<file path="src/rtl/bus_xbar_arb_pkg.sv">
// Shared constants and types for the bus_xbar_arb shared-bus interconnect.
// Arbitration modes, slave-select field width and the error read word.
package bus_xbar_arb_pkg;

  localparam int ARB_FIXED = 0;
  localparam int ARB_RR    = 1;

  // The top SLV_SEL_W address bits choose the slave.
  localparam int SLV_SEL_W = 4;

  localparam logic [63:0] BUS_ERR_DATA = 64'h0;

  typedef enum logic [1:0] {
    ST_IDLE,
    ST_XFER,
    ST_RESP
  } xbar_state_e;

  // Index width that stays legal when there is only one requester.
  function automatic int idx_w(input int n);
    return (n > 1) ? $clog2(n) : 1;
  endfunction

endpackage

</file>
<file path="src/rtl/bus_xbar_arb_rr_arbiter.sv">
// NM-wide combinational winner pick (fixed priority or round-robin).
// The pointer register remembers the last grant for round-robin rotation.
module bus_rr_arbiter
  import bus_xbar_arb_pkg::*;
#(
  parameter int NM       = 2,
  parameter int ARB_MODE = ARB_FIXED,
  parameter int IW       = idx_w(NM)
) (
  input  logic          clk,
  input  logic          rst,
  input  logic [NM-1:0] req_i,
  input  logic          take_i,
  output logic          vld_o,
  output logic [IW-1:0] idx_o
);

  logic [IW-1:0] ptr_q, ptr_d;

  always_comb begin
    vld_o = 1'b0;
    idx_o = '0;
    if (ARB_MODE == ARB_RR) begin
      // Walk backwards so the nearest candidate after the pointer wins last.
      for (int k = NM; k >= 1; k--) begin
        if (req_i[(int'(ptr_q) + k) % NM]) begin
          vld_o = 1'b1;
          idx_o = IW'((int'(ptr_q) + k) % NM);
        end
      end
    end else begin
      for (int i = NM - 1; i >= 0; i--) begin
        if (req_i[i]) begin
          vld_o = 1'b1;
          idx_o = IW'(i);
        end
      end
    end
    ptr_d = (take_i && vld_o) ? idx_o : ptr_q;
  end

  always_ff @(posedge clk) begin
    if (rst) ptr_q <= IW'(NM - 1);
    else     ptr_q <= ptr_d;
  end

endmodule

</file>
<file path="src/rtl/bus_xbar_arb.sv">
// Shared-bus interconnect: NM masters arbitrate for one path to NS slaves.
// One transaction in flight; unmapped or timed-out accesses end with an error ack.
module bus_xbar_arb
  import bus_xbar_arb_pkg::*;
#(
  parameter int NM       = 2,
  parameter int NS       = 3,
  parameter int ADDR_W   = 32,
  parameter int DATA_W   = 32,
  parameter int ARB_MODE = ARB_FIXED,
  parameter int TIMEOUT  = 255
) (
  input  logic                 clk,
  input  logic                 rst,
  input  logic [NM-1:0]        m_req_i,
  input  logic [NM-1:0]        m_we_i,
  input  logic [NM*ADDR_W-1:0] m_addr_i,
  input  logic [NM*DATA_W-1:0] m_wdata_i,
  output logic [NM*DATA_W-1:0] m_rdata_o,
  output logic [NM-1:0]        m_ack_o,
  output logic [NM-1:0]        m_err_o,
  output logic [NM-1:0]        m_hold_o,
  output logic [NS-1:0]        s_req_o,
  output logic                 s_we_o,
  output logic [ADDR_W-1:0]    s_addr_o,
  output logic [DATA_W-1:0]    s_wdata_o,
  input  logic [NS*DATA_W-1:0] s_rdata_i,
  input  logic [NS-1:0]        s_ready_i
);

  localparam int MW = idx_w(NM);
  localparam int LW = ADDR_W - SLV_SEL_W;
  localparam int TW = $clog2(TIMEOUT + 1);
  localparam logic [DATA_W-1:0] ERR_WORD = DATA_W'(BUS_ERR_DATA);

  xbar_state_e          state_q, state_d;
  logic [MW-1:0]        gnt_q, gnt_d;
  logic                 we_q, we_d;
  logic [LW-1:0]        laddr_q, laddr_d;
  logic [DATA_W-1:0]    wdata_q, wdata_d;
  logic [SLV_SEL_W-1:0] sel_q, sel_d;
  logic                 unm_q, unm_d;
  logic [TW-1:0]        tmo_q, tmo_d;
  logic [NS-1:0]        s_req_q, s_req_d;
  logic [NM-1:0]        ack_q, ack_d;
  logic                 err_q, err_d;
  logic [DATA_W-1:0]    rdata_q, rdata_d;

  logic                 arb_vld, arb_take;
  logic [MW-1:0]        arb_idx;
  logic [ADDR_W-1:0]    pick_addr;
  logic [DATA_W-1:0]    pick_wdata;
  logic                 pick_we;
  logic [SLV_SEL_W-1:0] dec_sel;
  logic                 dec_unm;
  logic                 rdy_sel;
  logic [DATA_W-1:0]    rd_sel;

  bus_rr_arbiter #(
    .NM       (NM),
    .ARB_MODE (ARB_MODE),
    .IW       (MW)
  ) u_arb (
    .clk    (clk),
    .rst    (rst),
    .req_i  (m_req_i),
    .take_i (arb_take),
    .vld_o  (arb_vld),
    .idx_o  (arb_idx)
  );

  // Winner's request fields and the selected slave's response, as explicit muxes.
  always_comb begin
    pick_addr  = '0;
    pick_wdata = '0;
    pick_we    = 1'b0;
    for (int i = 0; i < NM; i++) begin
      if (arb_idx == MW'(i)) begin
        pick_addr  = m_addr_i[i*ADDR_W +: ADDR_W];
        pick_wdata = m_wdata_i[i*DATA_W +: DATA_W];
        pick_we    = m_we_i[i];
      end
    end
    dec_sel = pick_addr[ADDR_W-1 -: SLV_SEL_W];
    dec_unm = (int'(dec_sel) >= NS);

    rdy_sel = 1'b0;
    rd_sel  = '0;
    for (int s = 0; s < NS; s++) begin
      if (sel_q == SLV_SEL_W'(s)) begin
        rdy_sel = s_ready_i[s];
        rd_sel  = s_rdata_i[s*DATA_W +: DATA_W];
      end
    end
  end

  always_comb begin
    state_d  = state_q;
    gnt_d    = gnt_q;
    we_d     = we_q;
    laddr_d  = laddr_q;
    wdata_d  = wdata_q;
    sel_d    = sel_q;
    unm_d    = unm_q;
    tmo_d    = tmo_q;
    s_req_d  = s_req_q;
    ack_d    = '0;
    err_d    = err_q;
    rdata_d  = rdata_q;
    arb_take = 1'b0;

    unique case (state_q)
      ST_IDLE: begin
        if (arb_vld) begin
          arb_take = 1'b1;
          gnt_d    = arb_idx;
          we_d     = pick_we;
          laddr_d  = pick_addr[LW-1:0];
          wdata_d  = pick_wdata;
          sel_d    = dec_sel;
          unm_d    = dec_unm;
          tmo_d    = '0;
          for (int s = 0; s < NS; s++) s_req_d[s] = !dec_unm && (dec_sel == SLV_SEL_W'(s));
          state_d  = ST_XFER;
        end
      end
      ST_XFER: begin
        if (unm_q || rdy_sel || (tmo_q == TW'(TIMEOUT - 1))) begin
          s_req_d = '0;
          state_d = ST_RESP;
          for (int i = 0; i < NM; i++) ack_d[i] = (gnt_q == MW'(i));
          // A ready slave wins over a timeout landing in the same cycle.
          if (!unm_q && rdy_sel) begin
            err_d   = 1'b0;
            rdata_d = we_q ? ERR_WORD : rd_sel;
          end else begin
            err_d   = 1'b1;
            rdata_d = ERR_WORD;
          end
        end else begin
          tmo_d = tmo_q + TW'(1);
        end
      end
      ST_RESP: state_d = ST_IDLE;
      default: state_d = ST_IDLE;
    endcase
  end

  always_ff @(posedge clk) begin
    if (rst) begin
      state_q <= ST_IDLE;
      gnt_q   <= '0;
      we_q    <= 1'b0;
      laddr_q <= '0;
      wdata_q <= '0;
      sel_q   <= '0;
      unm_q   <= 1'b0;
      tmo_q   <= '0;
      s_req_q <= '0;
      ack_q   <= '0;
      err_q   <= 1'b0;
      rdata_q <= '0;
    end else begin
      state_q <= state_d;
      gnt_q   <= gnt_d;
      we_q    <= we_d;
      laddr_q <= laddr_d;
      wdata_q <= wdata_d;
      sel_q   <= sel_d;
      unm_q   <= unm_d;
      tmo_q   <= tmo_d;
      s_req_q <= s_req_d;
      ack_q   <= ack_d;
      err_q   <= err_d;
      rdata_q <= rdata_d;
    end
  end

  // Response lanes: only the granted master sees ack/err/rdata, for one cycle.
  for (genvar g = 0; g < NM; g++) begin : g_m
    assign m_ack_o[g]                    = ack_q[g];
    assign m_err_o[g]                    = ack_q[g] & err_q;
    assign m_rdata_o[g*DATA_W +: DATA_W] = ack_q[g] ? rdata_q : '0;
    assign m_hold_o[g]                   = m_req_i[g] & ~ack_q[g];
  end

  assign s_req_o   = s_req_q;
  assign s_we_o    = we_q;
  assign s_addr_o  = {{SLV_SEL_W{1'b0}}, laddr_q};
  assign s_wdata_o = wdata_q;

endmodule

</file>
<file path="config.mk">
export PLATFORM = sky130hd
export DESIGN_NAME = bus_xbar_arb
export DESIGN_NICKNAME = d
export VERILOG_FILES = /design/src/rtl/bus_xbar_arb_pkg.sv /design/src/rtl/bus_xbar_arb_rr_arbiter.sv /design/src/rtl/bus_xbar_arb.sv
export SDC_FILE = /design/constraint.sdc
export NUM_CORES = 1
export LEC_CHECK = 0
export CAP_MARGIN = 20
export CORE_AREA = 2 2 145 147
export DETAILED_ROUTE_END_ITERATION = 8
export DIE_AREA = 0 0 147 149
export PLACE_DENSITY = 0.73
export SYNTH_ARGS = -nofsm -noshare
export SYNTH_HDL_FRONTEND = slang
export SYNTH_SLANG_ARGS = --single-unit
</file>
<file path="constraint.sdc">
create_clock -name clk -period 2.5 [get_ports clk]
set_input_delay 0.375 -clock clk [delete_from_list [all_inputs] [get_ports clk]]
set_output_delay 0.375 -clock clk [all_outputs]
set_load 0.03 [all_outputs]
</file>
Word-level counts from Yosys, hierarchy flattened
Index checks and enable logic that the tools add are counted.
- add/sub/neg operators: 1
- $lt $le $gt $ge: 1
- eq/ne operators: 9
- muxes and demuxes: 26
- bitwise logic cells: 9
- reduce and logical (&&, ||, !) cells: 18
- operators with widths (operator ; number):
    $mux 32 ; 9
    $mux 8 ; 2
    $pmux 8 s2 ; 1
    $add 8x1->8 const B ; 1
    $eq 4x1->1 const B ; 2
    $eq 4x2->1 const B ; 2
    $eq 8x8->1 const B ; 1
    $logic_not 4->1 ; 2
    $mux 1 ; 8
    $mux 3 ; 2
    $ne 2x2->1 const B ; 3
    $pmux 3 s2 ; 1
    $reduce_and 2->1 ; 3
    $reduce_and 3->1 ; 2
    $not 1->1 ; 5
    $and 1x1->1 ; 4
    $ge 4x2->1 const B ; 1
    $logic_and 1x1->1 ; 4
    $mux 2 ; 2
    $pmux 2 s2 ; 1
    $reduce_or 3->1 ; 1
    $eq 2x1->1 const B ; 1
    $logic_not 1->1 ; 2
    $logic_not 2->1 ; 1
    2 further kinds ; 3
- register bits after elaboration: 115
- bits of input ports: 233
- output and inout port bits: 138
- word-level logic and storage cells: 76

Depth between registers and ports, before layout
Gate-level depths: netlist of run 1.
- depth after elaboration: 8
- mapped depth: 8
- gate-level depth less buffers: 7

Hierarchy
From an unflattened synthesis of run 1, not the netlist that was laid out.
- cells, all modules: 665
- area total of the unflattened synthesis: 5884.4 um2
- by module, submodules not included (module ; instances ; cells an instance ; area each (um2) ; seq. area each (um2)):
    bus_xbar_arb ; 1 ; 663 ; 5869.4 ; 2302.2
    bus_rr_arbiter ; 1 ; 2 ; 15.0 ; 0.0

Least setup slack after synthesis of run 1
OpenSTA, ideal clock, no wires.
- kind: input -> register
- start: input port s_ready_i[0]
- end: register tmo_q[4]
- library setup time: 0.095 ns
- arrival time: 1.579 ns
- data required time: 2.405 ns
- path slack: 0.826 ns
- stages on the path: 5
- buffers on the path: 0
- cell sequence: nor2b_2 -> a211oi_4 -> o21ai_1 -> or4_1 -> o311ai_1
- cells in the longest elaborated chain, start to end: 7
- ends and longest elaborated chain (item ; RTL line ; RTL):
    start, declared ; bus_xbar_arb.sv:28 ; input logic [NS-1:0] s_ready_i
    $mux 1 (3 in series) ; bus_xbar_arb.sv:90 ; if (sel_q == SLV_SEL_W'(s)) begin
    $logic_or 1x1->1 (2 in series) ; bus_xbar_arb.sv:128 ; if (unm_q || rdy_sel || (tmo_q == TW'(TIMEOUT - 1))) begin
    $ne 2x2->1 (no line) ; n/a ;
    $reduce_and 3->1 (no line) ; n/a ;
    end signal, assigned ; bus_xbar_arb.sv:171 ; tmo_q <= tmo_d;
    end, declared ; bus_xbar_arb.sv:43 ; logic [TW-1:0] tmo_q, tmo_d;
Every way passes these cells.
A chain may end at the register's enable or synchronous reset.

Final worst setup path of run 1
- start: register ack_q[1] (netlist: m_ack_o[1])
- end: output port m_rdata_o[48]
- cells in the longest elaborated chain, start to end: 1
- ends and longest elaborated chain (item ; RTL line ; RTL):
    start, declared ; bus_xbar_arb.sv:45 ; logic [NM-1:0] ack_q, ack_d;
    start signal, assigned ; bus_xbar_arb.sv:173 ; ack_q <= ack_d;
    $mux 32 ; bus_xbar_arb.sv:183 ; assign m_rdata_o[g*DATA_W +: DATA_W] = ack_q[g] ? rdata_q : '0;
    end, declared ; bus_xbar_arb.sv:19 ; output logic [NM*DATA_W-1:0] m_rdata_o,
Every way passes these cells.

==> results of run 1 <==
==> sequential cells by signal, summed over array words and instances (netlist names) <==
name	flops
err_q	1
gnt_q	1
laddr_q	28
m_ack_o	2
rdata_q	32
s_req_o	3
s_wdata_o	32
s_we_o	1
sel_q	4
state_q	2
tmo_q	8
unm_q	1
==> cell families after synthesis <==
| group | Yosys count | synth area share |
|---|---|---|
| fa+ha+maj | 2 | 0.00411 |
| simple gates | 278 | 0.218 |
| compound gates | 162 | 0.188 |
| other cells | 1 | 0.000616 |
| buf+inv | 69 | 0.0501 |
| mux | 98 | 0.161 |
| flops | 115 | 0.378 |
==> through the flow <==
stage | area (um2) | worst slack, ns | power (mW)
after floorplan | 6100 | 0.826 | 3.23
after global placement | 10100 | 0.238 | 4.18
after detailed placement | 10100 | 0.208 | 4.20
after CTS | 10700 | 0.0205 | 6.81
after global routing | 10700 | 0.102 | 7.04
final | 10700 | 0.200 | 6.72
==> final cells by class <==
cell class                      count  area [um2]  share of cell area
Clock inverter                      9         155              0.0145
Inverter                            6        22.5             0.00210
Multi-Input combinational cell    544        3520               0.329
Timing Repair Buffer              389        3900               0.364
Clock buffer                       21         460              0.0430
Sequential cell                   115        2300               0.215
Tap cell                          275         344              0.0321
==> repair_timing <==
action / in CTS / in global routing
setup buffers: 0 / 0
resized for setup: 0 / 1
endpoints found under the setup margin: 0 / 12
==> path summary, 6_finish.rpt <==
check / from / endpoint / slack (ns) / cells after the start
setup / recovery: m_ack_o[1] / m_rdata_o[48] / 0.20 / 3
hold reg to reg: gnt_q / m_ack_o[0] / 0.45 / 1
setup reg to reg: sel_q[0] / rdata_q[6] / 0.51 / 5
hold / removal: rst / state_q[1] / 0.38 / 2
==> cell usage in the layout, fill, tap and decap left out, types with 3 or more instances in the layout <==
master and count:
nand2_1 67, o2bb2ai_1 5, nand3_1 5, buf_4 19, conb_1 4, or3_1 4, inv_1 5, a211oi_1 67
and2_1 66, dfxtp_1 114, o211ai_1 27, clkdlybuf4s50_1 365, bufinv_16 4, nor2_1 106, o21ai_0 38, nand4_1 3
nor2b_1 3, nor3_1 8, mux2i_1 97, buf_12 5, a21oi_1 6, clkbuf_16 17
==> power by group through the flow <==
stage | Sequential, mW | Combinational (mW) | Clock, mW
after detailed placement | 2.17 | 2.02 | 0
after floorplan | 2.44 | 0.798 | 0
final | 2.13 | 2.01 | 2.57
after global routing | 2.16 | 2.16 | 2.72
after global placement | 2.16 | 2.01 | 0
after CTS | 2.14 | 2.03 | 2.65
==> routing by layer <==
layer,up-vias,track usage,share of wire
li1,3252,-,-
met5,-,0,0
met1,2891,0.228,0.41
met2,279,0.350,0.49
met4,0,0.0740,0.022
met3,29,0.0596,0.077
==> out/results.tsv, run 1 <==
metric	value	unit
Routed WL	22500	um
synthesized area	6090	um2
Setup crit start kind	flip-flop	
vias in the first global route	6164	
initial core utilization	0.296	
post-synthesis sequential area ratio	0.378	
filler cell count	1970	
initial antenna violation count	0	
Rows	53	
Syn. warnings	0	
fin cells	1359	
Iteration-0 DRC Markers	160	
clock latency on the worst-skew pair	0.41	ns
power share of the clock group	0.383	
largest net degree at the start of global routing	85	
Rel. slew slack	0.394	
final setup TNS	0	ns
critical path data required time	2.12	ns
most frequent cell after synthesis	dfxtp_1	
Synth top area share	0.378	
total of max-cap violations	0	
cts hold-fix bufs	0	
PwrDens	627	nW/um2
Area contributors post-synth	dfxtp_1 38%, mux2i_1 16%, a211oi_1 8.3%	
gpl congestion	0.845	
I/O pin count	371	
Area Overhead vs Synth	75.7	%
CP delay by family, top	buffers and inverters	
fin crit share	0.920	
worst hold slack	0.379	ns
Gate Count Post-Synth	725	
antenna-violating nets left	0	
die height	149	um
LEAKAGE	4.33	nW
worst clock skew	0.00859	ns
outcome	finished, final reports clean	
CTS sink cnt	115	
Slew @ Worst Pin	0.909	ns
combinational power share	0.299	
Post-synth EDFFs	0	
CTS tree	yes	
CTS buffer count	17	
GRT overflow	0	
fin util	0.521	
placed insts	1329	
CTS Root Cell	clkbuf_16	
drt pass-1 iters	5	
slowest cell delay on critical path	0.67	ns
total internal power	4.67	mW
Post-synth top flop	dfxtp_1	
fin nets	1308	
Max clock buf depth	2	
chip width	147	um
crit-path cells	buf_4, and2_1, clkdlybuf4s50_1	
IR drop worst, VDD	0.485	mV
clock slew at reported path FFs	0.05	ns
Core Area	20600	um2
drc violations	0	
fraction of layout cells with a size suffix above 1	0.0627	
CP endpoint kind	output port	
Async S/R FF share, synth	0	
GRT Overall Usage	0.199	
first-pass GRT wire length	34100	um
RSZ-0062 raised after global routing	false	
htree depth	4	
Unique masters post-synth	49	
Fmax	435	MHz
post-layout minimum cycle time	2.30	ns
Buffers & Inverters on Critical Path	2	
vias per inst	4.75	
Hold Crit Class	in2reg	
total number of vias	6451	
antenna cells	0	
die area	21900	um2
switching share of power	0.305	
Psw	2.05	mW
critical path class	reg2out	
final setup fails	0	
Routed wire per std cell	16.5	um
Crit Path Max Fanout	14	
leading post-synthesis cells by instance count	115 x dfxtp_1, 106 x nor2_1, 97 x mux2i_1	
CP arrival	1.93	ns
Slew Limit Fails	0	
Worst path slowest cell	clkdlybuf4s50_1	
Syn Area/Cell	8.40	um2
flops & latches, synth	115	
sequential share of power	0.318	
count of final hold-check violations	0	
Port Buf Inserts	366	
dominant cell type by area after synthesis	dfxtp_1	
HPWL Detailed	17200	um
Power figures use the tool's default switching activity.
==> run 2, diff against run 1 <==
==> constraint.sdc (replaced) <==
create_clock -name clk -period 2.5 [get_ports clk]
set_input_delay 0.5 -clock clk [delete_from_list [all_inputs] [get_ports clk]]
set_output_delay 0.5 -clock clk [all_outputs]
set_load 0.03 [all_outputs]
==> run 2 against run 1 <==
  * Critical endpoint unchanged
  * Cell count is 0.15% higher
  * Maximum frequency is 2.5% lower
  * Largest cell class unchanged
  * Total power is 0.74% lower
  * Non-clock buffer count stayed put
  * Sequential power hardly changed
  * Die area stayed put
==> out/results.tsv, run 2 (synthesis results as in run 1) <==
metric	value	unit
fraction of layout cells with a size suffix above 1	0.0681	
GRT overflow	0	
Crit Path Max Fanout	35	
crit-path cells	buf_6, and2_1, clkdlybuf4s50_1	
total internal power	4.59	mW
HPWL Detailed	17100	um
clock latency on the worst-skew pair	0.42	ns
critical path data required time	2.00	ns
Reg2Reg Setup Slack	0.49	ns
Slew @ Worst Pin	0.943	ns
fin crit share	0.943	
Worst Setup SP	m_ack_o[1]	
Area Overhead vs Synth	76.3	%
most common cell after layout, fill and taps aside	clkdlybuf4s50_1	
Routed WL	22200	um
antenna cells	0	
CTS buffer count	17	
worst clock skew	0.0112	ns
gpl congestion	0.835	
Worst path slowest cell	clkdlybuf4s50_1	
Iteration-0 DRC Markers	197	
vias per inst	4.79	
die height	149	um
Max clock buf depth	2	
total power	6.67	mW
die area	21900	um2
CTS sink cnt	115	
RR Startpoint	sel_q[0]	
Routed wire per std cell	16.3	um
CP arrival	1.86	ns
drc violations	0	
largest net degree at the start of global routing	80	
I/O pin count	371	
Setup crit start kind	flip-flop	
Hold Crit Class	reg2reg	
GRT Overall Usage	0.199	
Rel. slew slack	0.371	
PwrDens	621	nW/um2
count of final hold-check violations	0	
fin nets	1308	
initial core utilization	0.296	
drt pass-1 iters	5	
IR drop worst, VDD	0.470	mV
final setup TNS	0	ns
Finished Cell Area	10700	um2
antenna-violating nets left	0	
final setup fails	0	
htree depth	4	
first-pass GRT wire length	34200	um
total number of vias	6514	
CP endpoint kind	output port	
filler cell count	1950	
Fmax	424	MHz
LEAKAGE	4.35	nW
post-CTS setup buffers	0	
initial antenna violation count	1	
RSZ-0062 raised after global routing	false	
clock slew at reported path FFs	0.05	ns
chip width	147	um
combinational power share	0.302	
CTS tree	yes	
DP Area	10100	um2
Hold Path Origin	gnt_q	
total of max-cap violations	0	
Core Area	20600	um2
most frequent cells in the layout	361 x clkdlybuf4s50_1, 115 x dfxtp_1, 106 x nor2_1, 97 x mux2i_1	
post-layout minimum cycle time	2.36	ns
Psw	2.08	mW
Port Buf Inserts	366	
CP delay by family, top	buffers and inverters	
Rows	53	
sequential share of power	0.320	
vias in the first global route	6391	
outcome	finished, final reports clean	
switching share of power	0.312	
CTS Root Cell	clkbuf_16	
power share of the clock group	0.378	
Buffers & Inverters on Critical Path	2	
Slew Limit Fails	0	
slowest cell delay on critical path	0.67	ns
critical path class	reg2out	
## run 2: cell types whose count changed in the layout (fill, tap and decap cells not counted), sizes merged
cell and change:
buf +4, bufinv -1, clkbuf -1, clkdlybuf4s50 -4, clkinv +2, clkinvlp +1, inv +1
## run 2: path summary, 6_finish.rpt
path | end | depth (start not counted)
setup / recovery | m_rdata_o[48] | 3
hold / removal | m_ack_o[0] | 1
setup reg to reg | rdata_q[6] | 5
hold reg to reg | m_ack_o[0] | 1
## run 2: metrics by stage
step,std cells,utilization,hold slack [ns],worst slack [ns]
after floorplan,728,-,0.417,0.701
after global placement,1329,0.493,0.444,0.155
after detailed placement,1329,0.493,0.450,0.140
after CTS,1361,0.522,0.458,0.0193
after global routing,1361,0.523,0.475,0.0633
final,1361,0.523,0.452,0.142
## run 2: layout make-up
cell class	count	area, um2	area share
clock buffer	20	457	0.0425
clock inverter	12	155	0.0144
inverter	6	22.5	0.00210
multi-input combinational	544	3520	0.328
sequential	115	2300	0.214
tap	275	344	0.0320
timing repair buffer	389	3940	0.367
## run 2: timing repair
| action | in CTS | in global routing |
|---|---|---|
| hold buffers | 0 | 0 |
| gates resized for setup | 0 | 1 |
| setup endpoints to repair | 0 | 1 |
## run 2: layer usage
layer	up-vias	wire length, um	global-route usage
li1	3249	-	-
met1	2958	8830	0.224
met2	270	11100	0.356
met3	35	1740	0.0633
met4	2	528	0.0712
met5	-	12	0
## run 2: power groups by stage
stage | clock [mW] | combinational (mW) | sequential [mW]
after floorplan | 0 | 0.798 | 2.44
after global placement | 0 | 2.02 | 2.16
after detailed placement | 0 | 2.03 | 2.17
after CTS | 2.57 | 2.04 | 2.14
after global routing | 2.67 | 2.17 | 2.16
final | 2.52 | 2.01 | 2.13
==> run 3, diff against run 2 <==
--- a/config.mk
+++ b/config.mk
@@ -6,10 +6,11 @@
 export NUM_CORES = 1
 export LEC_CHECK = 0
 export CAP_MARGIN = 20
-export CORE_AREA = 2 2 145 147
+export CORE_AREA = 2 2 146 148
 export DETAILED_ROUTE_END_ITERATION = 8
-export DIE_AREA = 0 0 147 149
-export PLACE_DENSITY = 0.73
+export DIE_AREA = 0 0 148 150
+export GPL_ROUTABILITY_DRIVEN = 0
+export PLACE_DENSITY = 0.65
 export SYNTH_ARGS = -nofsm -noshare
 export SYNTH_HDL_FRONTEND = slang
 export SYNTH_SLANG_ARGS = --single-unit
==> constraint.sdc (replaced) <==
create_clock -name clk -period 2 [get_ports clk]
set_input_delay 0.4 -clock clk [delete_from_list [all_inputs] [get_ports clk]]
set_output_delay 0.4 -clock clk [all_outputs]
set_load 0.03 [all_outputs]
==> run 3 against run 2 <==
  * Sequential cell count is the same
  * Global-route usage is essentially flat
  * Core utilization fell by 0.52 points
  * Combinational power is 30% higher
  * Sequential share of layout area is 0.078 points higher
==> out/results.tsv, run 3 (synthesis results as in run 1) <==
metric	value	unit
I/O pin count	371	
CP delay by family, top	buffers and inverters	
final setup TNS	0	ns
post-CTS sizing	0	
outcome	finished, final reports clean	
post-layout minimum cycle time	1.94	ns
clock slew at reported path FFs	0.06	ns
HPWL Detailed	17900	um
vias in the first global route	6127	
Routed wire per std cell	16.6	um
total of max-cap violations	0	
Hold Crit Class	in2reg	
post-CTS setup buffers	0	
Rows	53	
Slew @ Worst Pin	0.645	ns
filler cell count	1980	
count of final hold-check violations	0	
Crit Path Max Fanout	2	
Fmax	515	MHz
Setup crit start kind	flip-flop	
largest net degree at the start of global routing	59	
CTS buffer count	17	
cts hold-fix bufs	0	
Finished Cell Area	10700	um2
initial antenna violation count	0	
most common cell after layout, fill and taps aside	clkdlybuf4s50_1	
crit-path cells	clkdlybuf4s50_1	
fin cells	1380	
worst clock skew	0.0142	ns
Port Buf Inserts	366	
CTS sink cnt	115	
vias per inst	4.69	
most frequent cells in the layout	295 x clkdlybuf4s50_1, 115 x dfxtp_1, 106 x nor2_1, 101 x buf_4, 97 x mux2i_1	
Buffers & Inverters on Critical Path	1	
die area	22200	um2
drt pass-1 iters	4	
Core Area	20700	um2
CP endpoint kind	output port	
RSZ-0062 raised after global routing	false	
clock latency on the worst-skew pair	0.41	ns
GRT overflow	0	
placed insts	1349	
Area Overhead vs Synth	75.7	%
LEAKAGE	4.54	nW
first-pass GRT wire length	34400	um
worst hold slack	0.446	ns
GRT Overall Usage	0.199	
CTS tree	yes	
slowest cell delay on critical path	0.79	ns
antenna cells	0	
IR drop worst, VDD	0.557	mV
die height	150	um
fin nets	1328	
DP Area	10100	um2
setup ws final	0.0597	ns
Iteration-0 DRC Markers	255	
fraction of layout cells with a size suffix above 1	0.145	
CTS Root Cell	clkbuf_16	
chip width	148	um
total number of vias	6468	
drc violations	0	
Slew Limit Fails	0	
CP arrival	1.54	ns
fin util	0.517	
Rel. slew slack	0.570	
antenna-violating nets left	0	
final setup fails	0	
total power	8.16	mW
fin crit share	0.970	
PwrDens	762	nW/um2
Max clock buf depth	2	
Worst path slowest cell	clkdlybuf4s50_1	
initial core utilization	0.294	
critical path class	reg2out	
htree depth	4	
Routed WL	22900	um
Place WS	-0.238	ns
critical path data required time	1.60	ns
-- run 3: worst paths after layout --
check,startpoint,endpoint,slack (ns),cells past startpoint
worst max register to register,tmo_q[0],tmo_q[4],0.16,7
worst min-delay path,rst,state_q[1],0.45,3
worst max-delay path,s_wdata_o[11],s_wdata_o[11],0.06,1
worst min register to register,gnt_q,m_ack_o[0],0.45,1
-- run 3: per-layer routing --
metal	GRT usage	up-vias	routed length, um
met3	0.0677	23	1980
li1	-	3299	-
met1	0.236	2884	9220
met2	0.335	262	11100
met4	0.0719	0	560
met5	0	-	0
-- run 3: layout make-up --
| class | count | area, um2 | area share |
|---|---|---|---|
| Clock buffer | 17 | 425 | 0.0397 |
| Clock inverter | 14 | 131 | 0.0123 |
| Inverter | 6 | 22.5 | 0.00210 |
| Multi-Input combinational cell | 544 | 3520 | 0.329 |
| Sequential cell | 115 | 2300 | 0.215 |
| Tap cell | 275 | 344 | 0.0321 |
| Timing Repair Buffer | 409 | 3960 | 0.370 |
-- run 3: power breakdown --
group	switching (mW)	internal [mW]	leakage [nW]	total, mW
Clock	1.17	1.71	0.251	2.88
Sequential	0.144	2.52	0.945	2.66
Combinational	1.37	1.25	3.34	2.62
-- run 3: tightest hold or removal path: cells and delay by family --
family | cells | cell delay [ns]
buffers and inverters | 2 | 0.34
AND/OR/NAND/NOR | 1 | 0.06
